[src/rtl/pwm_demod_if.sv]
// ---------------------------------------------------------------------------
// pwm_demod_if
// Bundle of the signals that run between the PWM demodulator and whoever
// drives and observes it.
//
// Signals:
//   enable        demodulator run request (low = idle)
//   pwm_i         single-bit PWM stream, may be asynchronous to clk
//   sample_o      last completed measurement, SAMPLE_W bits
//   sample_valid  one-cycle pulse when sample_o updates
//   busy          high while a frame is being measured
//
// Modports:
//   master  the controlling side (drives enable and pwm_i)
//   slave   the demodulator itself
// ---------------------------------------------------------------------------
interface pwm_demod_if #(
    parameter int SAMPLE_W = 8
);
    logic                enable;
    logic                pwm_i;
    logic [SAMPLE_W-1:0] sample_o;
    logic                sample_valid;
    logic                busy;

    modport master (
        output enable,
        output pwm_i,
        input  sample_o,
        input  sample_valid,
        input  busy
    );

    modport slave (
        input  enable,
        input  pwm_i,
        output sample_o,
        output sample_valid,
        output busy
    );
endinterface

[src/rtl/pwm_demod.sv]
// ---------------------------------------------------------------------------
// pwm_demod
// Receive-side PWM demodulator. pwm_i is synchronized, then the number of
// high cycles over a frame of 2^SAMPLE_W cycles is counted and latched into
// sample_o, with a one-cycle sample_valid pulse at each frame end. Frames
// follow each other back to back. A full-scale count of 2^SAMPLE_W is
// saturated to 2^SAMPLE_W-1.
//
// Parameters:
//   SAMPLE_W     width of the reconstructed sample (frame = 2^SAMPLE_W cycles)
//   SYNC_STAGES  depth of the input synchronizer (>= 2)
//
// Ports:
//   clk   system clock
//   rst   synchronous, active-high reset
//   bus   pwm_demod_if slave modport (enable, pwm_i, sample_o,
//         sample_valid, busy)
//
// Optional feature:
//   PWM_DEMOD_EDGE_ALIGN_EN  when defined, an ALIGN state waits for a rising
//                            edge of the synchronized stream so frames start
//                            on the PWM period boundary; it gives up after
//                            2^SAMPLE_W cycles and measures unaligned.
// ---------------------------------------------------------------------------
module pwm_demod #(
    parameter int SAMPLE_W    = 8,
    parameter int SYNC_STAGES = 2
) (
    input logic        clk,
    input logic        rst,
    pwm_demod_if.slave bus
);

    localparam logic [1:0] ST_IDLE    = 2'd0;
    localparam logic [1:0] ST_FILL    = 2'd1;
`ifdef PWM_DEMOD_EDGE_ALIGN_EN
    localparam logic [1:0] ST_ALIGN   = 2'd2;
`endif
    localparam logic [1:0] ST_MEASURE = 2'd3;

    localparam int                  FILL_W     = (SYNC_STAGES > 2) ? $clog2(SYNC_STAGES) : 1;
    localparam logic [FILL_W-1:0]   FILL_LAST  = FILL_W'(SYNC_STAGES - 1);
    localparam logic [SAMPLE_W-1:0] FRAME_LAST = {SAMPLE_W{1'b1}};

    logic [SYNC_STAGES-1:0] sync_q;
    logic                   pwm_s;

    logic [1:0]          state;
    logic [FILL_W-1:0]   fill_cnt;
    logic [SAMPLE_W-1:0] fcnt;
    logic [SAMPLE_W:0]   hcnt;
    logic [SAMPLE_W-1:0] sample_q;
    logic                valid_q;

    logic [SAMPLE_W:0]   hcnt_next;
    logic [SAMPLE_W-1:0] hcnt_sat;

    // Input synchronizer; only its last stage is used downstream.
    always_ff @(posedge clk) begin
        if (rst) begin
            sync_q <= '0;
        end else begin
            sync_q <= {sync_q[SYNC_STAGES-2:0], bus.pwm_i};
        end
    end

    assign pwm_s = sync_q[SYNC_STAGES-1];

`ifdef PWM_DEMOD_EDGE_ALIGN_EN
    logic pwm_prev;

    // Previous synchronized level, for rising-edge detection in ALIGN.
    always_ff @(posedge clk) begin
        if (rst) begin
            pwm_prev <= 1'b0;
        end else begin
            pwm_prev <= pwm_s;
        end
    end
`endif

    // High count including the current cycle; the final frame cycle can
    // reach 2^SAMPLE_W, which does not fit the output and is clamped.
    always_comb begin
        hcnt_next = hcnt + {{SAMPLE_W{1'b0}}, pwm_s};
        hcnt_sat  = hcnt_next[SAMPLE_W] ? {SAMPLE_W{1'b1}} : hcnt_next[SAMPLE_W-1:0];
    end

    // Control FSM and counters. Dropping enable in any state returns to
    // IDLE and throws away the partial frame, even on its last cycle.
    always_ff @(posedge clk) begin
        if (rst) begin
            state    <= ST_IDLE;
            fill_cnt <= '0;
            fcnt     <= '0;
            hcnt     <= '0;
            sample_q <= '0;
            valid_q  <= 1'b0;
        end else begin
            valid_q <= 1'b0;
            if (!bus.enable) begin
                state    <= ST_IDLE;
                fill_cnt <= '0;
                fcnt     <= '0;
                hcnt     <= '0;
            end else begin
                case (state)
                    ST_IDLE: begin
                        state    <= ST_FILL;
                        fill_cnt <= '0;
                        fcnt     <= '0;
                        hcnt     <= '0;
                    end
                    ST_FILL: begin
                        if (fill_cnt == FILL_LAST) begin
`ifdef PWM_DEMOD_EDGE_ALIGN_EN
                            state <= ST_ALIGN;
`else
                            state <= ST_MEASURE;
`endif
                            fill_cnt <= '0;
                            fcnt     <= '0;
                            hcnt     <= '0;
                        end else begin
                            fill_cnt <= fill_cnt + FILL_W'(1);
                        end
                    end
`ifdef PWM_DEMOD_EDGE_ALIGN_EN
                    // fcnt doubles as the timeout counter here. The edge
                    // cycle itself is the first cycle of the frame.
                    ST_ALIGN: begin
                        if (pwm_s && !pwm_prev) begin
                            state <= ST_MEASURE;
                            fcnt  <= SAMPLE_W'(1);
                            hcnt  <= (SAMPLE_W+1)'(1);
                        end else if (fcnt == FRAME_LAST) begin
                            state <= ST_MEASURE;
                            fcnt  <= '0;
                            hcnt  <= '0;
                        end else begin
                            fcnt <= fcnt + SAMPLE_W'(1);
                        end
                    end
`endif
                    ST_MEASURE: begin
                        if (fcnt == FRAME_LAST) begin
                            sample_q <= hcnt_sat;
                            valid_q  <= 1'b1;
                            fcnt     <= '0;
                            hcnt     <= '0;
                        end else begin
                            fcnt <= fcnt + SAMPLE_W'(1);
                            hcnt <= hcnt_next;
                        end
                    end
                    default: begin
                        state <= ST_IDLE;
                    end
                endcase
            end
        end
    end

    assign bus.sample_o     = sample_q;
    assign bus.sample_valid = valid_q;
    assign bus.busy         = (state != ST_IDLE);

endmodule

[src/flat_wrapper.sv]
// flat-port wrapper written by rule: the top's interface ports become plain ports
module pwm_demod_flat 
#(
    parameter int SAMPLE_W    = 8,
    parameter int SYNC_STAGES = 2
)
  (clk, rst, bus_enable, bus_pwm_i, bus_sample_o, bus_sample_valid, bus_busy);
  pwm_demod_if #(.SAMPLE_W(SAMPLE_W)) bus_i ();
  input logic clk;
  input logic rst;
  input wire logic [$bits(bus_i.enable)-1:0] bus_enable;
  input wire logic [$bits(bus_i.pwm_i)-1:0] bus_pwm_i;
  output wire logic [$bits(bus_i.sample_o)-1:0] bus_sample_o;
  output wire logic [$bits(bus_i.sample_valid)-1:0] bus_sample_valid;
  output wire logic [$bits(bus_i.busy)-1:0] bus_busy;
  assign bus_i.enable = bus_enable;
  assign bus_i.pwm_i = bus_pwm_i;
  assign bus_sample_o = bus_i.sample_o;
  assign bus_sample_valid = bus_i.sample_valid;
  assign bus_busy = bus_i.busy;
  pwm_demod #(.SAMPLE_W(SAMPLE_W), .SYNC_STAGES(SYNC_STAGES)) u_core (.clk(clk), .rst(rst), .bus(bus_i));
endmodule
[config.mk]
export PLATFORM = sky130hd
export DESIGN_NAME = pwm_demod_flat
export DESIGN_NICKNAME = d
export VERILOG_FILES = /design/src/rtl/pwm_demod_if.sv /design/src/rtl/pwm_demod.sv /design/src/flat_wrapper.sv
export SDC_FILE = /design/constraint.sdc
export NUM_CORES = 1
export LEC_CHECK = 0
export BUFFER_PORTS_ARGS = -buffer_cell sky130_fd_sc_hd__buf_2
export CAP_MARGIN = 20
export CELL_PAD_IN_SITES_DETAIL_PLACEMENT = 1
export CELL_PAD_IN_SITES_GLOBAL_PLACEMENT = 1
export CORE_MARGIN = 5
export CORE_UTILIZATION = 40
export DETAILED_ROUTE_END_ITERATION = 12
export GPL_TIMING_DRIVEN = 1
export PLACE_DENSITY_LB_ADDON = 0.15
export RECOVER_POWER = 25
export SLEW_MARGIN = 0
export SYNTH_ARGS = -nofsm -noshare
export SYNTH_HDL_FRONTEND = slang
export SYNTH_SLANG_ARGS = --single-unit
[constraint.sdc]
create_clock -name clk -period 2 [get_ports clk]
set_input_delay 0.3 -clock clk [delete_from_list [all_inputs] [get_ports clk]]
set_output_delay 0.3 -clock clk [all_outputs]
set_load 0.02 [all_outputs]
Yosys cells after proc, flatten, opt, wreduce, memory -nomap -nowiden. Index checks and enable logic that the tools add are counted.

Word-level logic and storage cells: 37. Input bits: 4. Register bits after elaboration: 31. Output and inout port bits: 10.

Bitwise gates (word level): 2. Add/sub/neg operators: 3. Equal/unequal tests: 4. Muxes and demuxes: 12. Reduce and logical (&&, ||, !) cells: 9.

Operator list (number): $pmux 9 s3 (1); $mux 8 (3); $pmux 8 s3 (1); $mux 9 (2); $add 9x1->9 (1); $add 8x1->8 const B (1); $eq 8x8->1 const B (1); $pmux 2 s3 (1); $reduce_and 2->1 (2); $reduce_bool 2->1 (2); $reduce_and 3->1 (1); $reduce_bool 3->1 (1); $reduce_or 3->1 (1); $eq 2x1->1 const B (1); $eq 2x2->1 const B (1); $logic_not 2->1 (1); $mux 1 (2); $mux 2 (1); $ne 2x1->1 const B (1); $not 1->1 (2); $pmux 1 s2 (1); $reduce_or 2->1 (1); $add 1x1->1 const B (1).

Logic depth before layout (Yosys ltp). Gate-level depths: netlist of run 1.

Depth after elaboration: 3. Gate-level depth with buffers: 7.

Worst setup path before layout of run 1. Ideal clock, no wire load.

Path kind: register to register. From: register u_core.hcnt[0]. To: register u_core.sample_q[6], in the netlist u_core.bus.sample_o[6]. Required time: 1.932 ns. Arrival: 1.575 ns. Stages on the path, launching flop included: 7. Setup time: 0.068 ns. Setup slack: 0.357 ns. Cell sequence: dfxtp_1 > ha_1 > ha_1 > nand3_1 > or2_1 > a311o_1 > a21oi_2.

Cells in the longest elaborated chain, start to end: 2.

Ends and longest elaborated chain: from (decl) (line pwm_demod.sv:51) `logic [SAMPLE_W:0] hcnt;`; from (signal assigned) (line pwm_demod.sv:153) `hcnt <= hcnt_next;`; $add 9x1->9 (line pwm_demod.sv:85) `hcnt_next = hcnt + {{SAMPLE_W{1'b0}}, pwm_s};`; $mux 8 (line pwm_demod.sv:86) `hcnt_sat = hcnt_next[SAMPLE_W] ? {SAMPLE_W{1'b1}} : hcnt_next[SAMPLE_W-1:0];`; to (signal assigned) (line pwm_demod.sv:147) `sample_q <= hcnt_sat;`; to (decl) (line pwm_demod.sv:52) `logic [SAMPLE_W-1:0] sample_q;`.

Every way passes these cells. A chain may end at the register's enable or synchronous reset.

Worst setup path after layout of run 1. Same ends and word-level chain as after synthesis.

==> run metrics, run 1 <==
Initial Utilization=0.4070; setup TNS=0 ns; post-CTS setup buffer count=0; n_diodes=0; CP max stage cell=a311o_1; crit path kind=flip-flop to flip-flop; Setup Skew=0.003363 ns; Root Buffer=clkbuf_8; CP arrival=2.07 ns; port bufs=13; worst-path fanout max=6; max-cap viol count=0; Die Wd=70.58 µm; Longest Clk Path Bufs=2; H-tree levels=2; final cycle utilization of the critical path=0.9247; Post-synth EDFFs=0; clock slew at reported path FFs=0.06 ns; total track usage=0.1571; global-route wire length before repair=5982 µm; CORE AREA=3606 µm²; startpoint types=flip-flop; final count of hold timing violations=0; maximum vdd drop=454.1 µV; WL/cell=15.89 µm; Setup crit end kind=flip-flop; grt ovf=0; synthesized cell area=1468 µm²; row count=22; Placed Instance Area=1578 µm²; Total Power=1.122 mW; TritonCTS clock tree=built; Mapped Cells=161; min cycle time layout=1.849 ns; worst stage delay on the critical path=0.38 ns; GP Congestion=0.8184; count of cells resized by post-cts repair=0; I/O pin total=14; post-synthesis sequential area ratio=0.4228; synth unique cells=42; post-synth top area share=0.4228; clock buffers created by TritonCTS=5; pin count of the biggest net entering global routing=15; syn_area_per_cell=9.116 µm²; flops & latches, synth=31; CP dominant cell by count=ha_1; nets=187; routed wire length=3623 µm; full die area=4981 µm²; post-DP HPWL=2753 µm; via/cell ratio=5.513; initial DRC count=42; Slew Limit Fails=0; clock sink count=31; Static Leak=0.5568 nW; post-route ant nets=0; critical path cell sequence=ha_1 > ha_1 > nand3_1 > or2_1 > a311o_1 > a21oi_2; drt drc=0; count of buffer and inverter cells on the critical path=0; Synth-to-Final Area Change=12.87%; Pre-antenna DRT Iters=4; WP data required=2.22 ns; Worst-Skew Late Latency=0.28 ns; Slew HR=0.5370; top post-synthesis cells by area=dfxtp_1 (42%), nand2_1 (3.8%), nor2_1 (3.6%); syn_nets=169; Main synth FF type=dfxtp_1; layout cells sized above 1=0.1611; Die Y=70.58 µm; Worst-Margin Slew=0.6946 ns; initial antenna violation count=0; Synth Warn #=0; Top Family by Delay on Critical Path=compound AO/OA/AOI/OAI gates; Power Density=677.5 nW/µm²; # hold bufs at CTS=0; Final setup viols=0; FFs w/ async S/R, synth=0; run status=finished clean; post-synth top area cell=dfxtp_1; hold crit path type=input port to flip-flop; Vias=1,257; fmax=540.7 MHz; unrepaired setup endpoints after global routing=no; number of global-route vias before repair=1,250; Final Instance Area=1657 µm²
-- where the power goes --
group          switching [mW]  internal [mW]  total, mW
Combinational          0.0225        0.00998     0.0325
Sequential            0.00252          0.621      0.624
Clock                   0.223          0.243      0.466
Total                   0.248          0.875       1.12
-- through the flow --
| step | std cells | setup slack, ns | hold WS, ns | util |
|---|---|---|---|---|
| after floorplan | 161 | 0.3568 | 0.3716 | - |
| after global placement | 220 | 0.1888 | 0.4168 | 0.4375 |
| after detailed placement | 220 | 0.1298 | 0.4319 | 0.4375 |
| after CTS | 228 | 0.1192 | 0.2209 | 0.4601 |
| after global routing | 228 | 0.004115 | 0.2468 | 0.4594 |
| final | 228 | 0.1506 | 0.2221 | 0.4594 |
-- registers in the layout (all words and copies together), names as in the netlist --
signal / flops
u_core.bus.sample_o: 8
u_core.bus.sample_valid: 1
u_core.fcnt: 8
u_core.fill_cnt: 1
u_core.hcnt: 9
u_core.state: 2
u_core.sync_q: 2
-- layout make-up --
class / instances / area (µm²)
multi-input cells: 114 / 774.5
flip-flops and latches: 31 / 620.6
repair buffers: 16 / 78.83
inverters: 11 / 41.29
well taps: 48 / 60.06
fillers: 446 / 1949
clock inverters: 1 / 5.005
clock buffers: 7 / 76.32
-- layout by cell type, fill, tap and decap left out, types with 2 or more instances in the layout --
| cell type | n |
|---|---|
| o21ai_0 | 8 |
| a21oi_2 | 2 |
| clkbuf_8 | 5 |
| nand2_1 | 15 |
| xnor2_1 | 3 |
| a22oi_1 | 4 |
| nor2b_1 | 3 |
| a221oi_1 | 5 |
| xor2_1 | 3 |
| a21oi_1 | 10 |
| buf_4 | 3 |
| nor3_1 | 2 |
| ha_1 | 4 |
| nor2_1 | 14 |
| nand3_1 | 6 |
| a31oi_1 | 8 |
| inv_1 | 11 |
| clkbuf_1 | 9 |
| dfxtp_1 | 31 |
| buf_2 | 6 |
| nand2b_1 | 4 |
-- per-layer routing --
metal	global-route usage	vias up	part of all wire
li1	-	615	-
met4	0.08142	0	0.024
met5	0	-	0
met3	0.04972	7	0.035
met1	0.1865	619	0.46
met2	0.2547	16	0.48
-- synthesized netlist by cell type (2+ instances only) --
library cell / number
a21oi_1: 10
a21oi_2: 2
a221oi_1: 5
a22oi_1: 4
a31oi_1: 8
buf_6: 2
clkbuf_1: 2
dfxtp_1: 31
ha_1: 4
inv_1: 11
nand2_1: 15
nand2b_1: 4
nand3_1: 6
nor2_1: 14
nor2b_1: 3
nor3_1: 2
nor4_1: 2
o21ai_0: 8
xnor2_1: 3
xor2_1: 3
-- logic make-up after synthesis --
logic type,Yosys count,synth area share
simple gates,59,0.2302
fa+ha+maj,4,0.03410
buf+inv,16,0.05371
xor+xnor,6,0.03581
compound gates,44,0.2165
mux,1,0.006820
flops,31,0.4229
-- path summary, 6_finish.rpt --
check / from / slack [ns] / depth (start not counted) / endpoint
worst min-delay path: bus_pwm_i / 0.22 / 2 / u_core.sync_q[0]$_SDFF_PP0_
worst max register to register: u_core.hcnt[0]$_SDFFE_PP0P_ / 0.15 / 6 / u_core.bus.sample_o[6]$_SDFFE_PP0P_
worst min register to register: u_core.sync_q[0]$_SDFF_PP0_ / 0.44 / 1 / u_core.sync_q[1]$_SDFF_PP0_
worst max-delay path: u_core.hcnt[0]$_SDFFE_PP0P_ / 0.15 / 6 / u_core.bus.sample_o[6]$_SDFFE_PP0P_
No activity file was read; power rests on OpenSTA's default activity.
==> run 2, diff against run 1 <==
--- a/config.mk
+++ b/config.mk
@@ -5,6 +5,7 @@
 export SDC_FILE = /design/constraint.sdc
 export NUM_CORES = 1
 export LEC_CHECK = 0
+export ABC_AREA = 1
 export BUFFER_PORTS_ARGS = -buffer_cell sky130_fd_sc_hd__buf_2
 export CAP_MARGIN = 20
 export CELL_PAD_IN_SITES_DETAIL_PLACEMENT = 1
==> run metrics, run 2 <==
run status=finished clean; Die Y=69.66 µm (-1.3%); row count=21 (-4.5%); number of global-route vias before repair=1,398 (+12%); drt drc=0 (unchanged); Hold Startpoint=bus_pwm_i; critical path cell sequence=ha_1 > ha_1 > nand2_1 > nor2_1 > nand2_1 > nand2_1 > nand2_1 > nand2_2 > nor2_1 > nor2_1; Synth Area in Compound Gates=0.1213 (-0.09527); setup TNS=0 ns (unchanged); Die Wd=69.66 µm (-1.3%); min cycle time layout=1.634 ns (-0.2158 ns); startpoint types=flip-flop; H-tree levels=2 (unchanged); Mapped Cells=204 (+27%); worst r2r dst=u_core.bus.sample_o[7]$_SDFFE_PP0P_; WP data required=2.26 ns (+0.04 ns); total internal power=1.023 mW (+17%); Longest Clk Path Bufs=2 (unchanged); Synth-to-Final Area Change=14.85%; layout cells sized above 1=0.1156 (-0.04556); net switching power figure=0.2552 mW (+3.0%); Slew HR=0.7247 (+0.1877); crit path kind=flip-flop to flip-flop; port bufs=13 (unchanged); TritonCTS clock tree=built; Filler Cell Count=452 (+1.3%); Seq pwr share=0.488 (-0.068); worst stage delay on the critical path=0.37 ns (about the same); final count of hold timing violations=0 (unchanged); Main synth FF type=dfxtp_1; Synth Area in Simple Gates=0.3076 (+0.07738); post-CTS setup buffer count=0 (unchanged); most frequent cells in the layout=nand2_1 (54), dfxtp_1 (31), nor2_1 (29), inv_1 (21), a21oi_1 (20); WL/cell=12.29 µm (-23%); sw frac=0.1996 (-0.02116); CP max stage cell=dfxtp_1; Post-Synth Adder-Cell Area=0.03515 (+0.001049); clock slew at reported path FFs=0.10 ns (+0.04 ns); # hold bufs at CTS=0 (unchanged); largest family of logic cells by synthesized area=simple AND/OR/NAND/NOR gates; Worst-Skew Late Latency=0.33 ns (+0.05 ns); via/cell ratio=4.919 (-11%); clock buffers created by TritonCTS=5 (unchanged); Static Leak=0.6833 nW (+23%); Root Buffer=clkbuf_4; Pre-antenna DRT Iters=4 (unchanged); leading cell types by count after synthesis=nand2_1 (54), dfxtp_1 (31), nor2_1 (28); Final Core Density=0.4825 (+0.02306); unrepaired setup endpoints after global routing=no; post-DP HPWL=2540 µm (-7.7%); count of cells resized by post-cts repair=0 (unchanged); Hold Path End=u_core.sync_q[0]$_SDFF_PP0_; Reg2Reg Setup Slack=0.37 ns (+0.22 ns); routed wire length=3331 µm (-8.1%); synth unique cells=20 (-52%); Vias=1,333 (+6.0%); most common cell after layout, fill and taps aside=nand2_1; maximum vdd drop=360.7 µV (-21%); initial DRC count=76 (+81%); Post-synth EDFFs=0 (unchanged); FFs w/ async S/R, synth=0 (unchanged); global-route wire length before repair=6265 µm (+4.7%); hold crit path type=input port to flip-flop; Worst-Margin Slew=0.4130 ns (-0.2816 ns); pin count of the biggest net entering global routing=13 (-2); Final setup viols=0 (unchanged); initial antenna violation count=0 (unchanged); n_diodes=0 (unchanged); largest reg by FF count=u_core.hcnt; CORE AREA=3390 µm² (-6.0%); post-synthesis sequential area ratio=0.4359 (+0.01300); CP dominant cell by count=nand2_1; flip-flop count of the largest register after layout=9 (unchanged); Crit Reg-Reg Startpoint=u_core.hcnt[0]$_SDFFE_PP0P_; Setup Skew=0.005440 ns (+0.002076 ns); Clk pwr share=0.479 (+0.064); synthesized cell area=1424 µm² (-3.0%); FF-to-FF path depth=10 (+4); nets=232 (+24%); most frequent cell after synthesis=nand2_1; Combinational Power Share=0.032 (+0.003); GP Congestion=0.7710 (-5.8%); Synth Warn #=0 (unchanged); CP arrival=1.90 ns (-0.17 ns); fmax=612.1 MHz (+13%); syn_nets=212 (+25%); pre-CTS setup slack=0.3968 ns (+0.2670 ns); XOR/XNOR Fraction of Synth Area=0.01845 (-0.01735); I/O pin total=14 (unchanged); clock sink count=31 (unchanged); total track usage=0.1584 (+0.001313); Hold Path Cell Cnt=3 (+1); Setup WS post-layout=0.3664 ns (+0.2158 ns); Power Density=781.6 nW/µm² (+15%); Slew Limit Fails=0 (unchanged); post-synth top area share=0.4359 (+0.01300); top post-synthesis cells by area=dfxtp_1 (44%), nand2_1 (14%), nor2_1 (7.4%); Setup crit end kind=flip-flop; post-route ant nets=0 (unchanged); grt ovf=0 (unchanged); full die area=4853 µm² (-2.6%); max-cap viol count=0 (unchanged); Initial Utilization=0.4201 (+0.01307); final cycle utilization of the critical path=0.8168 (-0.1079); post-synth top area cell=dfxtp_1; mux contribution to synthesized area=0 (-0.006820); syn_area_per_cell=6.980 µm² (-23%); flops & latches, synth=31 (unchanged); worst-path fanout max=6 (unchanged)
[run 2: cell count changes after synthesis, moves of 3 or more]
| cell | delta |
|---|---|
| a31oi_1 | -8 |
| inv_1 | +10 |
| nor2b_1 | -3 |
| nor2_1 | +14 |
| a21oi_1 | +10 |
| nand3_1 | +11 |
| o21ai_0 | +3 |
| nand2_1 | +39 |
| a221oi_1 | -5 |
| a22oi_1 | -4 |
| nand2b_1 | -4 |
| xnor2_1 | -3 |
[run 2: final cells by class]
| class | instances | area [µm²] | area share |
|---|---|---|---|
| Timing Repair Buffer | 16 | 80.08 | 0.04897 |
| Sequential cell | 31 | 620.6 | 0.3795 |
| Clock buffer | 6 | 41.29 | 0.02525 |
| Clock inverter | 2 | 60.06 | 0.03673 |
| Multi-Input combinational cell | 146 | 684.4 | 0.4185 |
| Tap cell | 46 | 57.56 | 0.03520 |
| Inverter | 24 | 91.34 | 0.05585 |
[run 2: logic make-up after synthesis]
kind of cell | Yosys count
and+or+nand+nor | 106
buffers and inverters | 27
adders and majority gates | 4
AOI/OAI and AO/OA | 33
DFF | 31
xor gates and xnor gates | 3
[run 2: worst max path at each step]
stage                           startpoint                             endpoint  slack, ns  cells past startpoint
2_1_floorplan  u_core.hcnt[0]$_SDFFE_PP0P_  u_core.bus.sample_o[0]$_SDFFE_PP0P_       0.58                      9
3_3_place_gp   u_core.hcnt[0]$_SDFFE_PP0P_  u_core.bus.sample_o[3]$_SDFFE_PP0P_       0.48                      9
3_5_place_dp   u_core.hcnt[0]$_SDFFE_PP0P_  u_core.bus.sample_o[1]$_SDFFE_PP0P_       0.40                      9
4_1_cts        u_core.hcnt[0]$_SDFFE_PP0P_  u_core.bus.sample_o[7]$_SDFFE_PP0P_       0.36                     10
5_1_grt        u_core.hcnt[0]$_SDFFE_PP0P_  u_core.bus.sample_o[7]$_SDFFE_PP0P_       0.15                     10
6_report       u_core.hcnt[0]$_SDFFE_PP0P_  u_core.bus.sample_o[7]$_SDFFE_PP0P_       0.37                     10
[run 2: critical path, delay by kind of cell (launching register included)]
| family | cells | cell delay [ns] |
|---|---|---|
| adder cells (fa/ha/maj) | 2 | 0.33 |
| AND/OR/NAND/NOR | 8 | 0.87 |
| flip-flops | 1 | 0.37 |
[run 2: power groups by stage]
stage | Combinational [mW] | Clock [mW] | Sequential, mW
finish | 0.0413 | 0.613 | 0.624
global route | 0.0474 | 0.650 | 0.625
CTS | 0.0426 | 0.626 | 0.624
detailed placement | 0.0424 | 0 | 0.638
global placement | 0.0411 | 0 | 0.638
floorplan | 0.0290 | 0 | 0.638
[run 2: per-stage QoR]
step / instance area (µm²) / hold WS, ns / cells / power, mW
after global routing: 1635 / 0.1561 / 271 / 1.323
after CTS: 1645 / 0.1458 / 271 / 1.293
final: 1635 / 0.1630 / 271 / 1.278
after floorplan: 1424 / 0.3712 / 204 / 0.6667
after detailed placement: 1544 / 0.4113 / 263 / 0.6809
after global placement: 1544 / 0.3940 / 263 / 0.6791
[run 2: routing by layer]
layer,track usage,up-vias,wire [µm]
met5,0,-,0
met4,0.06383,0,67
met3,0.03478,7,85
met2,0.2532,17,1531
met1,0.2061,625,1647
li1,-,684,-
